--- src/rtl/mult_pkg.sv ---
// Shared state names and sizing helpers for the iterative arithmetic units.
// MULT_EARLY_TERM_EN (multiplier only) stops RUN once the multiplier runs out of set bits.
package mult_pkg;

  localparam int WIDTH_DEF = 8;

  typedef enum logic [1:0] {
    S_IDLE = 2'b00,
    S_RUN  = 2'b01,
    S_DONE = 2'b10
  } state_e;

  function automatic int cnt_width(input int w);
    return $clog2(w + 1);
  endfunction

  localparam int CNT_W = cnt_width(WIDTH_DEF);

endpackage

--- src/rtl/shift_add_multiplier_adder.sv ---
// Ripple-carry adder of N full-adder cells with carry-in tied low.
// Purely combinational; shared by every iteration of the multiplier.
module ripple_adder #(
  parameter int N = 16
) (
  input  logic [N-1:0] a_i,
  input  logic [N-1:0] b_i,
  output logic [N-1:0] sum_o,
  output logic         cout_o
);

  logic [N:0] c;

  assign c[0] = 1'b0;

  for (genvar i = 0; i < N; i++) begin : g_fa
    assign sum_o[i] = a_i[i] ^ b_i[i] ^ c[i];
    assign c[i+1]   = (a_i[i] & b_i[i])
                    | (c[i] & (a_i[i] ^ b_i[i]));
  end

  assign cout_o = c[N];

endmodule

--- src/rtl/shift_add_multiplier.sv ---
// Iterative unsigned shift-and-add multiplier, one partial product per clock.
// Define MULT_EARLY_TERM_EN to leave RUN as soon as the shifted multiplier is zero.
module shift_add_multiplier
  import mult_pkg::*;
#(
  parameter int WIDTH = WIDTH_DEF
) (
  input  logic               clk,
  input  logic               rst,
  input  logic               start,
  input  logic [WIDTH-1:0]   multiplicand,
  input  logic [WIDTH-1:0]   multiplier,
  output logic               busy,
  output logic               done,
  output logic [2*WIDTH-1:0] product
);

  localparam int PW = 2 * WIDTH;
  localparam int CW = cnt_width(WIDTH);

  state_e           state_q, state_d;
  logic [PW-1:0]    acc_q, acc_d;
  logic [PW-1:0]    mcand_q, mcand_d;
  logic [PW-1:0]    prod_q, prod_d;
  logic [WIDTH-1:0] mplier_q, mplier_d;
  logic [CW-1:0]    cnt_q, cnt_d;

  logic [PW-1:0]    sum;
  logic             cout_unused;
  logic [PW-1:0]    acc_nx;
  logic [WIDTH-1:0] mplier_nx;
  logic             last;

  ripple_adder #(.N(PW)) u_add (
    .a_i    (acc_q),
    .b_i    (mcand_q),
    .sum_o  (sum),
    .cout_o (cout_unused)
  );

  assign acc_nx    = mplier_q[0] ? sum : acc_q;
  assign mplier_nx = mplier_q >> 1;

`ifdef MULT_EARLY_TERM_EN
  assign last = (cnt_q == CW'(1)) || (mplier_nx == '0);
`else
  assign last = (cnt_q == CW'(1));
`endif

  always_ff @(posedge clk) begin
    if (rst) begin
      state_q  <= S_IDLE;
      acc_q    <= '0;
      mcand_q  <= '0;
      mplier_q <= '0;
      cnt_q    <= '0;
      prod_q   <= '0;
    end else begin
      state_q  <= state_d;
      acc_q    <= acc_d;
      mcand_q  <= mcand_d;
      mplier_q <= mplier_d;
      cnt_q    <= cnt_d;
      prod_q   <= prod_d;
    end
  end

  always_comb begin
    state_d  = state_q;
    acc_d    = acc_q;
    mcand_d  = mcand_q;
    mplier_d = mplier_q;
    cnt_d    = cnt_q;
    prod_d   = prod_q;
    unique case (state_q)
      S_IDLE, S_DONE: begin
        // DONE accepts a new start so results can stream back-to-back
        if (start) begin
          acc_d    = '0;
          mcand_d  = {{WIDTH{1'b0}}, multiplicand};
          mplier_d = multiplier;
          cnt_d    = CW'(WIDTH);
          state_d  = S_RUN;
        end else begin
          state_d  = S_IDLE;
        end
      end
      S_RUN: begin
        acc_d    = acc_nx;
        mcand_d  = mcand_q << 1;
        mplier_d = mplier_nx;
        cnt_d    = cnt_q - CW'(1);
        if (last) begin
          state_d = S_DONE;
          prod_d  = acc_nx;
        end
      end
      default: state_d = S_IDLE;
    endcase
  end

  assign busy    = (state_q == S_RUN);
  assign done    = (state_q == S_DONE);
  assign product = prod_q;

endmodule

--- config.mk ---
export PLATFORM = sky130hd
export DESIGN_NAME = shift_add_multiplier
export DESIGN_NICKNAME = d
export VERILOG_FILES = /design/src/rtl/mult_pkg.sv /design/src/rtl/shift_add_multiplier_adder.sv /design/src/rtl/shift_add_multiplier.sv
export SDC_FILE = /design/constraint.sdc
export NUM_CORES = 1
export LEC_CHECK = 0
export CAP_MARGIN = 20
export CORE_UTILIZATION = 59
export CTS_CLUSTER_SIZE = 24
export DETAILED_ROUTE_END_ITERATION = 10
export GPL_ROUTABILITY_DRIVEN = 0
export PLACE_DENSITY = 0.85
export SLEW_MARGIN = 20
export SYNTH_ARGS = -nofsm -noshare
export SYNTH_HDL_FRONTEND = slang
export SYNTH_HIERARCHICAL = 1
export SYNTH_SLANG_ARGS = --single-unit
export TNS_END_PERCENT = 1
--- constraint.sdc ---
create_clock -name clk -period 13.05 [get_ports clk]
set_input_delay 2.61 -clock clk [delete_from_list [all_inputs] [get_ports clk]]
set_output_delay 2.61 -clock clk [all_outputs]
set_load 0.05 [all_outputs]
Yosys cells after proc, flatten, opt, wreduce, memory -nomap -nowiden:

Index checks and enable logic that the tools add are counted.
Widths: inputs -> output; s select.

* flip-flop bits (word level): 62
* input port bits: 19
* output and inout port bits: 18
* logic and storage cells: 103

* add/subtract/negate cells: 1
* equality and inequality tests: 5
* muxes and demuxes: 12
* bitwise logic cells: 74
* reductions and logical operators: 5

Operators with widths (number)
* $pmux 16 s2: 2
* $mux 16: 3
* $xor 1x1->1: 31
* $and 1x1->1: 29
* $pmux 8 s2: 1
* $or 1x1->1: 14
* $mux 8: 1
* $pmux 4 s2: 1
* $eq 4x1->1 const B: 1
* $mux 4: 1
* $pmux 2 s2: 1
* $reduce_and 2->1: 2
* $sub 4x1->4 const B: 1
* $eq 2x1->1 const B: 1
* $eq 2x2->1 const B: 1
* $logic_not 2->1: 1
* $mux 2: 1
* $ne 2x1->1 const B: 1
* $ne 2x2->1 const B: 1
* $reduce_bool 2->1: 1
* $reduce_or 2->1: 1
* $mux 1: 1

Longest topological paths before layout:

Gate-level depths: netlist of run 1.

* depth in word-level cells: 32
* depth in mapped cells: 22
* depth with buffers taken out: 22

Cells and area by module:

Netlist of run 1, hierarchy kept.

By module, submodules not included
* shift_add_multiplier: times used 1, cells each 234, area an instance 2461.1 sq um, seq. area each 1241.2 sq um
* ripple_adder: times used 1, cells each 26, area an instance 350.3 sq um, seq. area each 0.0 sq um

Worst setup path before layout of run 1:

No wires, ideal clock.

* path type: flip-flop to flip-flop
* from: register acc_q[0]
* to: register prod_q[15] (netlist: product[15])
* setup time: 0.070 ns
* data arrival time: 6.331 ns
* required time: 12.980 ns
* slack: 6.649 ns
* stages on the path, launching flop included: 23
* path buffers: 0
* clock period less this slack: 6.401 ns
* cell sequence: dfxtp_1 > ha_1 > inv_1 > fa_1 > inv_1 > fa_1 > fa_1 > fa_1 > fa_1 > fa_1 > fa_1 > fa_1 > fa_1 > fa_1 > fa_1 > fa_1 > fa_1 > fa_1 > inv_1 > fa_1 > inv_1 > mux2i_1 > o2bb2ai_1

* word-level cells in the longest chain between the ends: 31

RTL lines
* start: declaration: line shift_add_multiplier.sv:22 `logic [PW-1:0] acc_q, acc_d;`
* start signal: assignment: line shift_add_multiplier.sv:53 `acc_q <= '0;`
* start signal: assignment: line shift_add_multiplier.sv:60 `acc_q <= acc_d;`
* $and 1x1->1: line shift_add_multiplier_adder.sv:18 `assign c[i+1] = (a_i[i] & b_i[i])`
* $and 1x1->1: line shift_add_multiplier_adder.sv:19 `| (c[i] & (a_i[i] ^ b_i[i]));`
* $or 1x1->1: line shift_add_multiplier_adder.sv:19
* $and 1x1->1: line shift_add_multiplier_adder.sv:19
* $or 1x1->1: line shift_add_multiplier_adder.sv:19
* $and 1x1->1: line shift_add_multiplier_adder.sv:19
* $or 1x1->1: line shift_add_multiplier_adder.sv:19
* $and 1x1->1: line shift_add_multiplier_adder.sv:19
* [... 16 more ...]
* $or 1x1->1: line shift_add_multiplier_adder.sv:19
* $and 1x1->1: line shift_add_multiplier_adder.sv:19
* $or 1x1->1: line shift_add_multiplier_adder.sv:19
* $and 1x1->1: line shift_add_multiplier_adder.sv:19
* $or 1x1->1: line shift_add_multiplier_adder.sv:19
* $xor 1x1->1: line shift_add_multiplier_adder.sv:17 `assign sum_o[i] = a_i[i] ^ b_i[i] ^ c[i];`
* net sum[15]: line shift_add_multiplier.sv:28 `logic [PW-1:0] sum;`
* $mux 16: line shift_add_multiplier.sv:41 `assign acc_nx = mplier_q[0] ? sum : acc_q;`
* end signal: assignment: line shift_add_multiplier.sv:64 `prod_q <= prod_d;`
* end: declaration: line shift_add_multiplier.sv:24 `logic [PW-1:0] prod_q, prod_d;`

The timed path passes the listed nets, and every way through them passes these cells.
A chain may end at the register's enable or synchronous reset.

Final worst setup path of run 1:

Ends and elaborated chain as after synthesis.

==> results of run 1 <==
==> flip-flops by register name, indices dropped and copies added, names as in the netlist <==
signal    cells
product      16
mcand_q      16
mplier_q      8
state_q       2
cnt_q         4
acc_q        16
==> through the flow <==
stage | instances | setup slack, ns
6_report | 344 | 6.23
5_1_grt | 344 | 6.01
4_1_cts | 344 | 6.26
3_5_place_dp | 329 | 6.32
3_3_place_gp | 329 | 6.53
2_1_floorplan | 259 | 6.65
==> cell type report <==
cell class                 instances  area share (%)
timing repair buffer              40            11.8
tap                               52            1.96
multi-input combinational        162            42.3
clock inverter                     1           0.151
clock buffer                      14            4.90
inverter                          13            1.47
sequential                        62            37.4
==> metal layers <==
layer	vias to the layer above	GRT usage (%)	wire [um]
met5	-	0	0
met4	0	14.7	176
li1	994	-	-
met3	17	6.55	335
met1	1040	29.8	2500
met2	78	44.3	3030
==> placed cells by master (no fill, tap or decap), types with 13 or more instances in the layout <==
cell,n
a21oi_1,28
a22o_1,16
a22oi_1,14
clkdlybuf4s50_1,36
dfxtp_1,62
fa_1,15
inv_1,13
mux2i_1,16
nand3_1,27
==> power by group <==
part           switching [mW]  internal, mW  total [mW]
registers             0.00441         0.195       0.199
logic                  0.0255        0.0166      0.0421
clock network          0.0701        0.0782       0.148
total                   0.100         0.290       0.390
==> how the worst max path moves through the flow <==
stage	start	endpoint	cells past startpoint
6_report	acc_q[0]	product[15]	22
3_5_place_dp	acc_q[0]	product[15]	22
2_1_floorplan	acc_q[0]	product[15]	22
4_1_cts	acc_q[0]	product[15]	22
5_1_grt	acc_q[0]	product[15]	22
3_3_place_gp	acc_q[0]	product[15]	22
==> worst max-delay path, delay by kind of cell, from the launching register on <==
kind            cells  cell delay (ns)
compound gates      1             0.14
buf+inv             4             0.27
fa+ha+maj          16             5.94
flops               1             0.33
mux                 1             0.08
==> out/metrics.yaml, run 1 <==
outcome:
  status: "finished, violations left"
  failed_checks: "design-rule violations"
clock_network:
  postCtsSetupBuffers: 0
  numCtsBuffers: 9
  cts_hold_buffers: 0
  cts_repair_resize_count: 0
  cts_root_buf: "clkbuf_8"
  h-tree-depth: 3
  clk-insertion-delay-late_ns: 0.34
  clkTransAtPathRegs_ns: 0.07
  clock_sinks: 62
  cts_tree: "built"
  cts_buffer_depth: 2
timing:
  max_slew_margin_pct: 30.7
  fin_setup_tns_ns: 0
  hold_violations: 0
  skew_ns: 0.00665
  tightest_slew_ns: 1.04
  rsz0062_at_grt: "no"
  maxClockFrequency_ghz: 0.147
  slew_violations: 0
  fin_crit_sh_pct: 52.3
  fin_hold_ws_ns: 0.463
  min_period_ns: 6.82
  finalSetupViolCount: 0
layout:
  n_antenna_cell: 0
  syn2layout_area_growth_pct: 18.2
  n_fill_cell: 308
  drive_above_1_share_pct: 10.3
  seq_area_sq_mm: 0.00124
  post-route-util_pct: 74.2
  finalInstanceArea_sq_mm: 0.00332
  layout.nets: 325
  multiInputGateArea_sq_mm: 0.00141
drt:
  finalWirelength_mm: 6.04
  drt_iter0_drc: 238
  wire_per_inst_um: 17.6
  via_per_inst: 6.19
  drc: 4
  vias: 2129
  antenna_left: 0
  drtPass1Iterations: 8
placed_design:
  dpl-instance-area_sq_mm: 0.00314
  place.port_buffers: 36
  hpwl_mm: 3.69
setup_path:
  max_stage_delay_ns: 0.42
  crit_chain: "ha_1 -> inv_1 -> fa_1 -> inv_1 -> fa_1 -> fa_1 -> fa_1 -> fa_1 -> fa_1 -> fa_1 -> fa_1 -> fa_1 -> fa_1 -> fa_1 -> fa_1 -> fa_1 -> fa_1 -> inv_1 -> fa_1 -> inv_1 -> mux2i_1 -> o2bb2ai_1"
  critPathArrivalTime_ns: 7.08
  worst_path_max_delay_cell: "fa_1"
  r2r-end: "product[15]"
  reg2reg_depth: 22
  crit_top_cell: "fa_1"
  crit_type: "flip-flop to flip-flop"
  worstReg2RegStart: "acc_q[0]"
  r2r_slack_ns: 6.23
  cp-end-kind: "flip-flop"
  cp-start-kind: "flip-flop"
  cp_max_fo: 3
  worstPathRequired_ns: 13.31
global_routing:
  grt_pass1_vias: 2134
  grt_pass1_wl_mm: 9.87
  grt-ovfl-total: 0
  grt_start_max_net_pins: 34
  antenna_found_initial: 0
  grt_usage_pct: 26.0
hold_path:
  min_to: "product[3]"
  hold_path_class: "flip-flop to flip-flop"
  holdPathStages: 1
  worstHoldStart: "product[3]"
floorplanning:
  core_sq_mm: 0.00447
  die_w_um: 71.0
  core.rowCount: 24
  io_pins: 37
  die-height_um: 71.0
  die_area_sq_mm: 0.00504
  initial_core_util_pct: 62.8
synthesis:
  syn-num-nets: 296
  netlist_instances: 259
  ys_warn_count: 6
  syn_avg_cell_area_sq_um: 10.8
  synth_area_sq_mm: 0.00281
pwr:
  finalPower_mw: 0.390
  powerDensity_mw_per_mm2: 117
  p_leak_nw: 1.21
  irDropWorstVdd_mv: 0.0680
run:
  maxCapViolCount: 0
(Power assumes the default switching activity.)
==> run 2: changes to the inputs <==
--- a/config.mk
+++ b/config.mk
@@ -6,11 +6,11 @@
 export NUM_CORES = 1
 export LEC_CHECK = 0
 export CAP_MARGIN = 20
-export CORE_UTILIZATION = 59
+export CORE_UTILIZATION = 54
 export CTS_CLUSTER_SIZE = 24
 export DETAILED_ROUTE_END_ITERATION = 10
 export GPL_ROUTABILITY_DRIVEN = 0
-export PLACE_DENSITY = 0.85
+export PLACE_DENSITY = 0.78
 export SLEW_MARGIN = 20
 export SYNTH_ARGS = -nofsm -noshare
 export SYNTH_HDL_FRONTEND = slang
==> constraint.sdc (replaced) <==
create_clock -name clk -period 6.6 [get_ports clk]
set_input_delay 1.32 -clock clk [delete_from_list [all_inputs] [get_ports clk]]
set_output_delay 1.32 -clock clk [all_outputs]
set_load 0.05 [all_outputs]
==> out/metrics.yaml, run 2 (synthesis results as in run 1) <==
outcome:
  status: "finished clean"
global_routing:
  grt_pass1_wl_mm: 9.03
  gr-usage-met2_pct: 36.3
  grt-ovfl-total: 0
  antenna_found_initial: 0
  grt.met1_usage_pct: 28.9
  grt_usage_pct: 22.2
  grt.met3_usage_pct: 3.79
  grt-busiest-layer: "met2"
  grt_start_max_net_pins: 34
  grt_pass1_vias: 1891
floorplanning:
  initial_core_util_pct: 57.9
  die-height_um: 74.1
  die_w_um: 74.1
  core_sq_mm: 0.00485
  die_area_sq_mm: 0.00549
  io_pins: 37
  core.rowCount: 25
hold_path:
  worstHoldStart: "product[4]"
  min_to: "product[4]"
  holdPathStages: 1
  hold_path_class: "flip-flop to flip-flop"
pwr:
  switchingPower_mw: 0.191
  seq_power_share_pct: 51.1
  finalPower_mw: 0.771
  internal-power_mw: 0.580
  irDropWorstVdd_mv: 0.176
  p_comb_share_pct: 10.4
  switching_share_pct: 24.8
  powerDensity_mw_per_mm2: 230
  p_clk_share_pct: 38.5
  p_leak_nw: 1.20
setup_path:
  reg2reg_depth: 22
  r2r_slack_ns: 0.22
  worstPathRequired_ns: 6.85
  crit_type: "flip-flop to flip-flop"
  cp-start-kind: "flip-flop"
  cp_max_fo: 3
  worstReg2RegStart: "acc_q[0]"
  cp-end-kind: "flip-flop"
  r2r-end: "product[15]"
  critPathArrivalTime_ns: 6.64
clock_network:
  cts_tree: "built"
  clock_sinks: 62
  cts_buffer_depth: 2
  numCtsBuffers: 9
  clkTransAtPathRegs_ns: 0.07
  h-tree-depth: 3
  cts_root_buf: "clkbuf_8"
  clk-insertion-delay-late_ns: 0.34
timing:
  maxClockFrequency_ghz: 0.157
  min_period_ns: 6.38
  tightest_slew_ns: 1.02
  fin_setup_tns_ns: 0
  max_slew_margin_pct: 31.7
  skew_ns: 0.00839
  fin_crit_sh_pct: 96.7
  fin_hold_ws_ns: 0.460
  slew_violations: 0
  finalSetupViolCount: 0
  setup_slack_ns: 0.217
  rsz0062_at_grt: "no"
  hold_violations: 0
drt:
  vias: 2043
  drtPass1Iterations: 5
  drc: 0
  finalWirelength_mm: 5.61
  via_per_inst: 5.72
  antenna_left: 0
  drt_iter0_drc: 151
  wire_per_inst_um: 15.7
placed_design:
  dpl.cell_count: 343
  preCtsSetupSlack_ns: -0.0375
  hpwl_mm: 3.47
  place.port_buffers: 36
  dpl-instance-area_sq_mm: 0.00315
layout:
  syn2layout_area_growth_pct: 19.4
  layout_commonest_cell: "dfxtp_1"
  layout.cells.non_filler: 357
  layout.nets: 324
  finalInstanceArea_sq_mm: 0.00335
  post-route-util_pct: 69.2
  n_antenna_cell: 0
  final_cell_mix: "62 x dfxtp_1, 36 x clkdlybuf4s50_1, 28 x a21oi_1"
  drive_above_1_share_pct: 12.8
run:
  maxCapViolCount: 0
run 2: cell types whose count changed in the layout (fill, tap and decap cells not counted):
cell	previous run	this run
fa_2	0	6
buf_4	4	3
nand2b_1	3	2
clkbuf_8	11	12
clkbuf_1	3	1
fa_1	15	9
nand2b_2	0	1
run 2: timing repair:
item	4_1_cts	5_1_grt
hold buffers	0	0
pin swaps	0	0
buffers inserted	0	0
gates cloned	0	0
resized for setup	2	4
endpoints found under the setup margin	1	2
run 2: worst max-delay path, stage by stage, from the launching register on:
cell       delay [ns]
dfxtp_1          0.33
ha_1             0.19
inv_1            0.06
fa_1             0.16
inv_1            0.05
fa_1             0.38
fa_2             0.35
fa_1             0.38
fa_1             0.39
fa_2             0.35
fa_1             0.38
fa_1             0.39
fa_2             0.34
fa_1             0.39
fa_2             0.35
fa_2             0.34
fa_2             0.34
fa_1             0.37
inv_1            0.08
fa_1             0.40
inv_1            0.08
mux2i_1          0.07
o2bb2ai_1        0.14
run 2: worst max-delay path by stage:
stage	to	start	cells past startpoint
2_1_floorplan	product[15]	acc_q[0]	22
3_3_place_gp	product[15]	acc_q[0]	22
3_5_place_dp	product[15]	acc_q[0]	22
4_1_cts	product[15]	acc_q[0]	22
5_1_grt	product[15]	acc_q[0]	22
6_report	product[15]	acc_q[0]	22
run 2: routing by layer:
metal	vias to the layer above	wire [um]
li1	986	-
met2	54	2790
met5	-	0
met3	6	236
met1	997	2530
met4	0	51
run 2: final cells by class:
type / count / area (sq um)
sequential: 62 / 1240
timing repair buffer: 39 / 383
multi-input combinational: 162 / 1420
clock inverter: 1 / 5.00
inverter: 13 / 48.8
tap: 67 / 83.8
fill: 369 / 1500
clock buffer: 13 / 169
run 2: power by group through the flow:
stage | logic [mW] | registers [mW] | clock network, mW
6_report | 0.0804 | 0.394 | 0.297
5_1_grt | 0.0887 | 0.395 | 0.317
4_1_cts | 0.0796 | 0.394 | 0.300
3_5_place_dp | 0.0787 | 0.402 | 0
3_3_place_gp | 0.0776 | 0.401 | 0
2_1_floorplan | 0.0571 | 0.400 | 0
==> run 3: changes to the inputs <==
--- a/config.mk
+++ b/config.mk
@@ -6,11 +6,10 @@
 export NUM_CORES = 1
 export LEC_CHECK = 0
 export CAP_MARGIN = 20
-export CORE_UTILIZATION = 54
+export CORE_UTILIZATION = 40
 export CTS_CLUSTER_SIZE = 24
 export DETAILED_ROUTE_END_ITERATION = 10
 export GPL_ROUTABILITY_DRIVEN = 0
-export PLACE_DENSITY = 0.78
 export SLEW_MARGIN = 20
 export SYNTH_ARGS = -nofsm -noshare
 export SYNTH_HDL_FRONTEND = slang
==> out/metrics.yaml, run 3 (synthesis results as in run 1) <==
hold_path:
  hold_path_class: "flip-flop to flip-flop"
  worstHoldStart: "product[3]"
setup_path:
  worstPathRequired_ns: 6.86
  cp_max_fo: 3
  crit_type: "flip-flop to flip-flop"
  r2r-end: "product[15]"
  crit_start: "acc_q[0]"
  worstReg2RegStart: "acc_q[0]"
  cp-end-kind: "flip-flop"
  setup.worst_path.end: "product[15]"
  r2r_slack_ns: 0.27
  critPathArrivalTime_ns: 6.59
  cp-start-kind: "flip-flop"
  reg2reg_depth: 22
floorplanning:
  die_area_sq_mm: 0.00736
  die-height_um: 85.8
  io_pins: 37
  die_w_um: 85.8
  core_sq_mm: 0.00679
  initial_core_util_pct: 41.3
  core.rowCount: 30
layout:
  syn2layout_area_growth_pct: 21.1
  drive_above_1_share_pct: 14.3
  final_cell_mix: "62 x dfxtp_1, 36 x clkdlybuf4s50_1, 28 x a21oi_1"
  layout.nets: 326
  layout_commonest_cell: "dfxtp_1"
  post-route-util_pct: 50.0
  n_antenna_cell: 0
placed_design:
  hpwl_mm: 3.63
  place.port_buffers: 36
timing:
  rsz0062_at_grt: "no"
  slew_violations: 0
  hold_violations: 0
  fin_crit_sh_pct: 95.9
  min_period_ns: 6.33
  maxClockFrequency_ghz: 0.158
  finalSetupViolCount: 0
  tightest_slew_ns: 1.14
  max_slew_margin_pct: 23.8
  fin_setup_tns_ns: 0
  fin_hold_ws_ns: 0.462
  skew_ns: 0.00998
global_routing:
  grt_start_max_net_pins: 34
  antenna_found_initial: 0
  grt-ovfl-total: 0
  grt_usage_pct: 17.5
  grt_pass1_vias: 2042
  grt_pass1_wl_mm: 9.89
pwr:
  p_clk_share_pct: 38.3
  switching_share_pct: 26.0
  internal-power_mw: 0.571
  switchingPower_mw: 0.201
  finalPower_mw: 0.772
  powerDensity_mw_per_mm2: 227
  p_leak_nw: 1.20
  seq_power_share_pct: 51.5
  irDropWorstVdd_mv: 0.118
  p_comb_share_pct: 10.2
drt:
  drtPass1Iterations: 4
  drc: 0
  drt_iter0_drc: 128
  finalWirelength_mm: 5.86
  antenna_left: 0
  wire_per_inst_um: 15.1
  vias: 2032
  via_per_inst: 5.22
clock_network:
  postCtsSetupBuffers: 0
  numCtsBuffers: 9
  clkTransAtPathRegs_ns: 0.07
  cts_buffer_depth: 2
  cts_root_buf: "clkbuf_8"
  clk-insertion-delay-late_ns: 0.33
  h-tree-depth: 3
  cts_hold_buffers: 0
  clock_sinks: 62
  cts_tree: "built"
run:
  maxCapViolCount: 0
outcome:
  status: "finished clean"
==> run 3: how the worst min path moves through the flow <==
stage                       end  cells past startpoint
floorplan           mcand_q[15]                      2
global placement     product[4]                      1
detailed placement   product[3]                      1
CTS                  product[3]                      1
global route         product[2]                      1
finish               product[3]                      1
==> run 3: power groups by stage <==
stage	Combinational [mW]	Sequential [mW]	Clock, mW
2_1_floorplan	0.0571	0.400	0
3_3_place_gp	0.0777	0.405	0
3_5_place_dp	0.0778	0.406	0
4_1_cts	0.0787	0.397	0.307
5_1_grt	0.0869	0.399	0.326
6_report	0.0787	0.397	0.296
==> run 3: what timing repair did <==
item                       4_1_cts  5_1_grt
setup endpoints to repair        2        2
pin swaps                        0        1
resized for setup                3        5
==> run 3: worst max-delay path: stages (launching register included) <==
cell and delay (ns):
dfxtp_1 0.32, ha_1 0.19, inv_1 0.06, fa_1 0.16
inv_1 0.06, fa_1 0.38, fa_2 0.36, fa_1 0.39
fa_2 0.36, fa_2 0.35, fa_2 0.35, fa_2 0.34
fa_1 0.39, fa_2 0.35, fa_2 0.34, fa_1 0.38
fa_2 0.35, fa_1 0.36, inv_1 0.07, fa_1 0.40
inv_1 0.08, mux2i_1 0.06, o2bb2ai_1 0.15
==> run 3: metal layers <==
| metal | part of all wire, % | vias up | GRT usage (%) |
|---|---|---|---|
| li1 | - | 989 | - |
| met3 | 4.3 | 0 | 6.06 |
| met2 | 50 | 52 | 28.2 |
| met1 | 45 | 991 | 22.8 |
| met4 | 0 | 0 | 3.64 |
| met5 | 0 | - | 0 |
==> run 3: metrics by stage <==
| stage | setup slack (ns) | instances | instance area (sq um) |
|---|---|---|---|
| after floorplan | 0.199 | 259 | 2810 |
| after detailed placement | -0.121 | 374 | 3200 |
| after global placement | 0.0228 | 374 | 3200 |
| after CTS | 0.00165 | 389 | 3380 |
| final | 0.271 | 389 | 3400 |
| after global routing | 0.0260 | 389 | 3400 |
==> run 3: layout make-up <==
type                       instances  area [sq um]
tap                               96           120
fill                             646          3390
sequential                        62          1240
multi-input combinational        162          1420
clock inverter                     4          22.5
timing repair buffer              41           398
clock buffer                      11           151
inverter                          13          48.8
